**src/rtl/axi4lite_sys_bus_bridge.sv**
```systemverilog
// AXI4-Lite slave to sys_bus master bridge.
// Buffers AW/W/AR independently, grants one transaction at a time with
// round-robin read/write arbitration, issues single-cycle sys_bus strobes
// and bounds each sys_bus access with a saturating timeout counter.
module axi4lite_sys_bus_bridge #(
    parameter int unsigned AW      = 32,
    parameter int unsigned DW      = 32,
    parameter int unsigned TIMEOUT = 255
) (
    input  logic          clk_i,
    input  logic          rstn_i,
    // AXI4-Lite write address
    input  logic [AW-1:0] s_awaddr,
    input  logic          s_awvalid,
    output logic          s_awready,
    // AXI4-Lite write data
    input  logic [DW-1:0] s_wdata,
    input  logic [3:0]    s_wstrb,
    input  logic          s_wvalid,
    output logic          s_wready,
    // AXI4-Lite write response
    output logic [1:0]    s_bresp,
    output logic          s_bvalid,
    input  logic          s_bready,
    // AXI4-Lite read address
    input  logic [AW-1:0] s_araddr,
    input  logic          s_arvalid,
    output logic          s_arready,
    // AXI4-Lite read data
    output logic [DW-1:0] s_rdata,
    output logic [1:0]    s_rresp,
    output logic          s_rvalid,
    input  logic          s_rready,
    // sys_bus master
    output logic [AW-1:0] sys_addr,
    output logic [DW-1:0] sys_wdata,
    output logic          sys_wen,
    output logic          sys_ren,
    input  logic [DW-1:0] sys_rdata,
    input  logic          sys_err,
    input  logic          sys_ack
);

    localparam int unsigned CW = $clog2(TIMEOUT + 1);

    typedef enum logic [2:0] {
        IDLE, WR_STB, WR_WAIT, RD_STB, RD_WAIT, B_RESP, R_RESP
    } state_t;

    state_t        state, next_state;

    logic          aw_full, w_full, ar_full;
    logic [AW-1:0] aw_addr, ar_addr;
    logic [DW-1:0] w_data;
    logic [3:0]    w_strb;

    logic          prefer_wr;
    logic [CW-1:0] cnt;
    logic          resp_err;
    logic [DW-1:0] rdata_q;
    logic [AW-1:0] addr_q;
    logic [DW-1:0] wdata_q;

    logic          wr_pend, rd_pend, grant_wr, grant_rd;
    logic          cnt_done, b_done, r_done, full_strb;

    assign wr_pend   = aw_full & w_full;
    assign rd_pend   = ar_full;
    assign full_strb = (w_strb == 4'hF);
    assign cnt_done  = (cnt == CW'(TIMEOUT));
    assign b_done    = (state == B_RESP) && s_bready;
    assign r_done    = (state == R_RESP) && s_rready;

    assign s_awready = ~aw_full;
    assign s_wready  = ~w_full;
    assign s_arready = ~ar_full;

    assign sys_wen   = (state == WR_STB);
    assign sys_ren   = (state == RD_STB);
    assign sys_addr  = addr_q;
    assign sys_wdata = wdata_q;

    assign s_bvalid  = (state == B_RESP);
    assign s_bresp   = {s_bvalid & resp_err, 1'b0};
    assign s_rvalid  = (state == R_RESP);
    assign s_rresp   = {s_rvalid & resp_err, 1'b0};
    assign s_rdata   = rdata_q;

    // Channel buffers: fill on handshake, drain only when the response is accepted
    always_ff @(posedge clk_i) begin
        if (!rstn_i) begin
            aw_full <= 1'b0;
            w_full  <= 1'b0;
            ar_full <= 1'b0;
            aw_addr <= '0;
            ar_addr <= '0;
            w_data  <= '0;
            w_strb  <= '0;
        end else begin
            if (s_awvalid && !aw_full) begin
                aw_full <= 1'b1;
                aw_addr <= s_awaddr;
            end else if (b_done) begin
                aw_full <= 1'b0;
            end
            if (s_wvalid && !w_full) begin
                w_full <= 1'b1;
                w_data <= s_wdata;
                w_strb <= s_wstrb;
            end else if (b_done) begin
                w_full <= 1'b0;
            end
            if (s_arvalid && !ar_full) begin
                ar_full <= 1'b1;
                ar_addr <= s_araddr;
            end else if (r_done) begin
                ar_full <= 1'b0;
            end
        end
    end

    // State register
    always_ff @(posedge clk_i) begin
        if (!rstn_i) state <= IDLE;
        else         state <= next_state;
    end

    // Next-state logic and round-robin grant
    always_comb begin
        next_state = state;
        grant_wr   = 1'b0;
        grant_rd   = 1'b0;
        case (state)
            IDLE: begin
                if (wr_pend && (!rd_pend || prefer_wr)) begin
                    grant_wr   = 1'b1;
                    next_state = full_strb ? WR_STB : B_RESP;
                end else if (rd_pend) begin
                    grant_rd   = 1'b1;
                    next_state = RD_STB;
                end
            end
            WR_STB:  next_state = sys_ack ? B_RESP : WR_WAIT;
            WR_WAIT: if (sys_ack || cnt_done) next_state = B_RESP;
            RD_STB:  next_state = sys_ack ? R_RESP : RD_WAIT;
            RD_WAIT: if (sys_ack || cnt_done) next_state = R_RESP;
            B_RESP:  if (s_bready) next_state = IDLE;
            R_RESP:  if (s_rready) next_state = IDLE;
            default: next_state = IDLE;
        endcase
    end

    // sys_bus address/data, arbitration pointer, timeout counter and response capture
    always_ff @(posedge clk_i) begin
        if (!rstn_i) begin
            prefer_wr <= 1'b1;
            addr_q    <= '0;
            wdata_q   <= '0;
            cnt       <= '0;
            resp_err  <= 1'b0;
            rdata_q   <= '0;
        end else begin
            if (grant_wr) begin
                prefer_wr <= 1'b0;
                resp_err  <= ~full_strb;
                if (full_strb) begin
                    addr_q  <= aw_addr;
                    wdata_q <= w_data;
                end
            end
            if (grant_rd) begin
                prefer_wr <= 1'b1;
                addr_q    <= ar_addr;
            end
            case (state)
                WR_STB, RD_STB: begin
                    cnt <= '0;
                    if (sys_ack) begin
                        resp_err <= sys_err;
                        if (state == RD_STB) rdata_q <= sys_rdata;
                    end
                end
                WR_WAIT, RD_WAIT: begin
                    if (sys_ack) begin
                        resp_err <= sys_err;
                        if (state == RD_WAIT) rdata_q <= sys_rdata;
                    end else if (cnt_done) begin
                        resp_err <= 1'b1;
                        if (state == RD_WAIT) rdata_q <= '0;
                    end else begin
                        cnt <= cnt + CW'(1);
                    end
                end
                default: ;
            endcase
        end
    end

endmodule

```
**config.mk**
```make
export PLATFORM = sky130hd
export DESIGN_NAME = axi4lite_sys_bus_bridge
export DESIGN_NICKNAME = d
export VERILOG_FILES = /design/src/rtl/axi4lite_sys_bus_bridge.sv
export SDC_FILE = /design/constraint.sdc
export NUM_CORES = 1
export LEC_CHECK = 0
export CAP_MARGIN = 0
export CORE_ASPECT_RATIO = 0.75
export CORE_MARGIN = 10
export CORE_UTILIZATION = 50
export DETAILED_ROUTE_END_ITERATION = 8
export PLACE_DENSITY = 0.81
export SKIP_LAST_GASP = 1
export SYNTH_ARGS = -nofsm -noshare
export SYNTH_HDL_FRONTEND = slang
export SYNTH_SLANG_ARGS = --single-unit
```
**constraint.sdc**
```tcl
create_clock -name clk_i -period 4.4 [get_ports clk_i]
set_input_delay 0.88 -clock clk_i [delete_from_list [all_inputs] [get_ports clk_i]]
set_output_delay 0.88 -clock clk_i [all_outputs]
set_load 0.03 [all_outputs]
```
# Word-level counts from Yosys, hierarchy flattened
# Index checks and enable logic that the tools add are counted.
[classes] reduce_logical=26 n_mux=38 add_sub_neg=1 eq_ne=19 bitwise_logic=8
[ops] op="two-way mux 32 bit" n=9
[ops] op="case mux 32 bit (2 select lines)" n=1
[ops] op="two-way mux 3 bit" n=8
[ops] op="case mux 3 bit (7 select lines)" n=1
[ops] op="two-way mux 8 bit" n=2
[ops] op="case mux 8 bit (2 select lines)" n=1
[ops] op="two-way mux 1 bit" n=14
[ops] op="inequality test 2 bit, second input constant" n=7
[ops] op="nonzero test 2 bit" n=6
[ops] op="AND reduction 5 bit" n=2
[ops] op="equality test 3 bit, second input constant" n=3
[ops] op="adder 8 x 1 -> 8 bit, second input constant" n=1
[ops] op="equality test 8 bit, second input constant" n=1
[ops] op="equality test 3 x 2 -> 1 bit, second input constant" n=2
[ops] op="logical AND 1 bit" n=6
[ops] op="inequality test 3 bit, second input constant" n=2
[ops] op="OR reduction 2 bit" n=3
[ops] op="NOT 1 bit" n=5
[ops] op="equality test 4 bit, second input constant" n=1
[ops] op="inequality test 2 x 1 -> 1 bit, second input constant" n=2
[ops] op="AND reduction 2 bit" n=2
[ops] op="AND 1 bit" n=3
[ops] op="equality test 3 x 1 -> 1 bit, second input constant" n=1
[ops] op="zero test 1 bit" n=3
[ops] op="other kinds (5)" n=6
[totals] regBits=212

# Depth between registers and ports, before layout
[depth] word_depth=9 depth_mapped=8 ltp_nobuf=5

# Least setup slack after synthesis
# OpenSTA, ideal clock, no wires.
[synth_path] kind="reg2out" start="reg state[1]" end="out s_rresp[1]" path_slack_ps=1875 path_buffers=1 required_time_ps=3520 t_arrival_ps=1645 path_stages_with_launch=5 cell_sequence="dfxtp_1 > clkbuf_1 > nand2_1 > nor2_1 > and2_1"
[synth_via] elab_chain_len=2
[synth_rtl] element="from (decl)" line="50" text="state_t state, next_state;"
[synth_rtl] element="from (signal assigned)" line="125" text="else state <= next_state;"
[synth_rtl] element="equality test 3 bit" line="85" text="assign s_rvalid = (state == R_RESP);"
[synth_rtl] element="net s_rvalid" line="32" text="output logic s_rvalid,"
[synth_rtl] element="AND 1 bit" line="86" text="assign s_rresp = {s_rvalid & resp_err, 1'b0};"
[synth_rtl] element="to (decl)" line="31" text="output logic [1:0] s_rresp,"
# The timed path passes the listed nets, and every way through them passes these cells.

# Worst setup path after layout
[layout_path] start="reg state[2]" end="out s_rresp[1]"
[layout_via] elab_chain_len=2
[layout_rtl] element="equality test 3 bit" line="85"
[layout_rtl] element="AND 1 bit" line="86"
# Every way passes these cells.

==> impl_metrics.yaml <==
sta:
  period_needed_ns: 3.218
  maxSlewHeadroom_pct: 21.38
  setup_violations: 0
  fin_crit_sh_pct: 73.13
  clock.fmax_mhz: 310.8
  rsz0062_at_grt: "false"
  clock-skew-final_ns: 0.01298
  setup_tns_ns: 0
  slew_viol_final: 0
  finalHoldViolCount: 0
  max_slew.worst_pin.slew_ns: 1.179
power:
  clockPowerShare_pct: 33.3
  p_leak_uw: 0.003950
  swShare_pct: 30.45
  internal_power_uw: 3650
  p_total_uw: 5248
  p_sw_uw: 1598
  power.share.sequential_pct: 42.9
  comb_power_share_pct: 23.8
  power_density_nw_per_um2: 470.4
  ir_drop_uv: 348.8
detailed_routing:
  wl_met3_mm: 2.903
  dr.pass1.iters: 5
  vias: 7760
  wl_met2_mm: 11.52
  wirelength_mm: 25.46
  remaining_drc_errors: 0
  met1_length_mm: 10.41
  ant_nets: 0
  initialDrtViolationCount: 548
  drt-wirelength-per-cell_um: 17.61
  top_layer_used: "met4"
  viasPerCell: 5.367
synth:
  synth_flop_cell: "dfxtp_1"
  synth_top_area_share_pct: 52.98
  synth_area_leader_cell: "dfxtp_1"
  synth_area_leaders: "dfxtp_1 53%, nand2_1 17%, a21oi_1 11%, clkbuf_1 2.8%, o21ai_0 2.6%"
  avgSynthCellArea_sq_um: 7.801
  synth_edf_count: 0
  syn_inst: 1027
  synth_area_sq_um: 8011
  netlist_top_cells_count: "373 x nand2_1, 212 x dfxtp_1, 175 x a21oi_1"
  yosysMostFrequentCell: "nand2_1"
  synthArstFlopShare_pct: 0
  ys_seq_area_share_pct: 52.98
  ys_seq_elements: 212
  ys_warn_count: 0
  synth_cell_type_count: 43
global_route:
  grt.total_usage_pct: 22.14
  grt_pass1_vias: 7286
  grt_max_degree: 69
  grt_pass1_wl_mm: 39.68
  grt_antenna_before_repair: 1
  grt_overflow: 0
placed_design:
  hpwl_mm: 17.50
  gp_congestion: 0.8815
  portBuffers: 245
floorplanning:
  design.core.area_sq_um: 15470
  die_area_sq_um: 21540
  die_x_um: 166.2
  pin_count: 248
  rows: 39
  die_y_um: 129.6
  start_util_pct: 51.79
layout:
  syn_to_final_growth_pct: 39.25
  diodes: 0
  drive_gt1_share_pct: 4.512
  nets: 1369
worst_hold_path:
  min_path_type: "register to register"
critical_path:
  crit_path_start_kind: "register"
  crit_required_ns: 3.52
  worstSetupPathType: "register to output port"
  worstPathArrival_ns: 2.34
  crit_path_end_kind: "output port"
  cp_max_fo: 18
cts:
  clockRootBuffer: "clkbuf_16"
  cts_tree: "built"
  numCtsBuffers: 21
  clockBufferDepth: 3
  path_clk_slew_ns: 0.06
  numClockSinks: 212
  holdBufCountCts: 0
  post_cts_buffers: 0
  clk_latency_ns: 0.49
  htree_levels: 1
  ctsResizeCount: 0
job:
  maxCapViolCount: 0
outcome:
  status: "completed"
[sequential cells by signal (all words and copies together) (netlist names)]
name	cells
ar_addr	32
ar_full	1
aw_addr	32
aw_full	1
cnt	8
prefer_wr	1
resp_err	1
s_rdata	32
state	3
sys_addr	32
sys_wdata	32
w_data	32
w_full	1
w_strb	4
[routing by layer]
layer	global-route usage [%]	vias to the layer above
li1	-	3821
met1	27.20	3595
met2	34.89	306
met3	9.668	38
met4	6.237	0
met5	0	-
[stage by stage]
stage / util (%) / cell area, sq um / hold slack, ns / worst slack [ns] / instances
2_1_floorplan: - / 8015 / 0.4321 / 1.875 / 1028
3_3_place_gp: 67.73 / 10480 / 0.4374 / 1.599 / 1409
3_5_place_dp: 67.73 / 10480 / 0.4432 / 1.461 / 1409
4_1_cts: 72.12 / 11160 / 0.4463 / 1.169 / 1446
5_1_grt: 72.12 / 11160 / 0.4602 / 0.9912 / 1446
6_report: 72.12 / 11160 / 0.4443 / 1.182 / 1446
[final timing paths]
path	start	end	slack, ns	depth (start not counted)
max	state[2]	s_rresp[1]	1.18	4
min	w_data[9]	sys_wdata[9]	0.44	2
max reg2reg	state[0]	sys_addr[29]	1.53	5
min reg2reg	w_data[9]	sys_wdata[9]	0.44	2
[power by group through the flow]
stage | logic, uW | registers (uW) | clock network (uW)
4_1_cts | 1250 | 2250 | 1780
3_3_place_gp | 1230 | 2280 | 0
6_report | 1250 | 2250 | 1750
5_1_grt | 1350 | 2280 | 1850
3_5_place_dp | 1250 | 2290 | 0
2_1_floorplan | 560 | 2460 | 0
[critical path, stage by stage, from the launching register on]
cell	delay [ns]
dfxtp_1	0.63
nand2_1	0.19
nor2_1	0.20
and2_1	0.16
clkdlybuf4s50_1	0.67
[layout make-up]
cell class	count	area (sq um)
Fill cell	1243	4313
Sequential cell	212	4244
Multi-Input combinational cell	728	3364
Timing Repair Buffer	258	2587
Clock buffer	29	605.6
Tap cell	205	256.5
Clock inverter	8	72.57
Inverter	6	25.02
[logic make-up after synthesis]
family / Yosys count / synth area share [%]
mux: 1 / 0.1249
other cells: 1 / 0.04681
fa+ha+maj: 1 / 0.1562
flops: 212 / 52.98
simple gates: 455 / 23.40
xor+xnor: 2 / 0.2187
compound gates: 267 / 17.85
buf+inv: 88 / 5.232
[placed cells by master (no fill, tap or decap), types with 5 or more instances in the layout]
cell type and n:
clkbuf_8 5, nor2_1 8, a31oi_1 33, nand2_1 373
clkdlybuf4s50_1 245, clkbuf_16 21, clkinv_2 5, buf_4 10
a21oi_1 175, nand3_1 39, o21ai_0 42, inv_1 5
or3_1 5, dfxtp_1 212
Note: power is estimated with default switching activity, not from simulation.
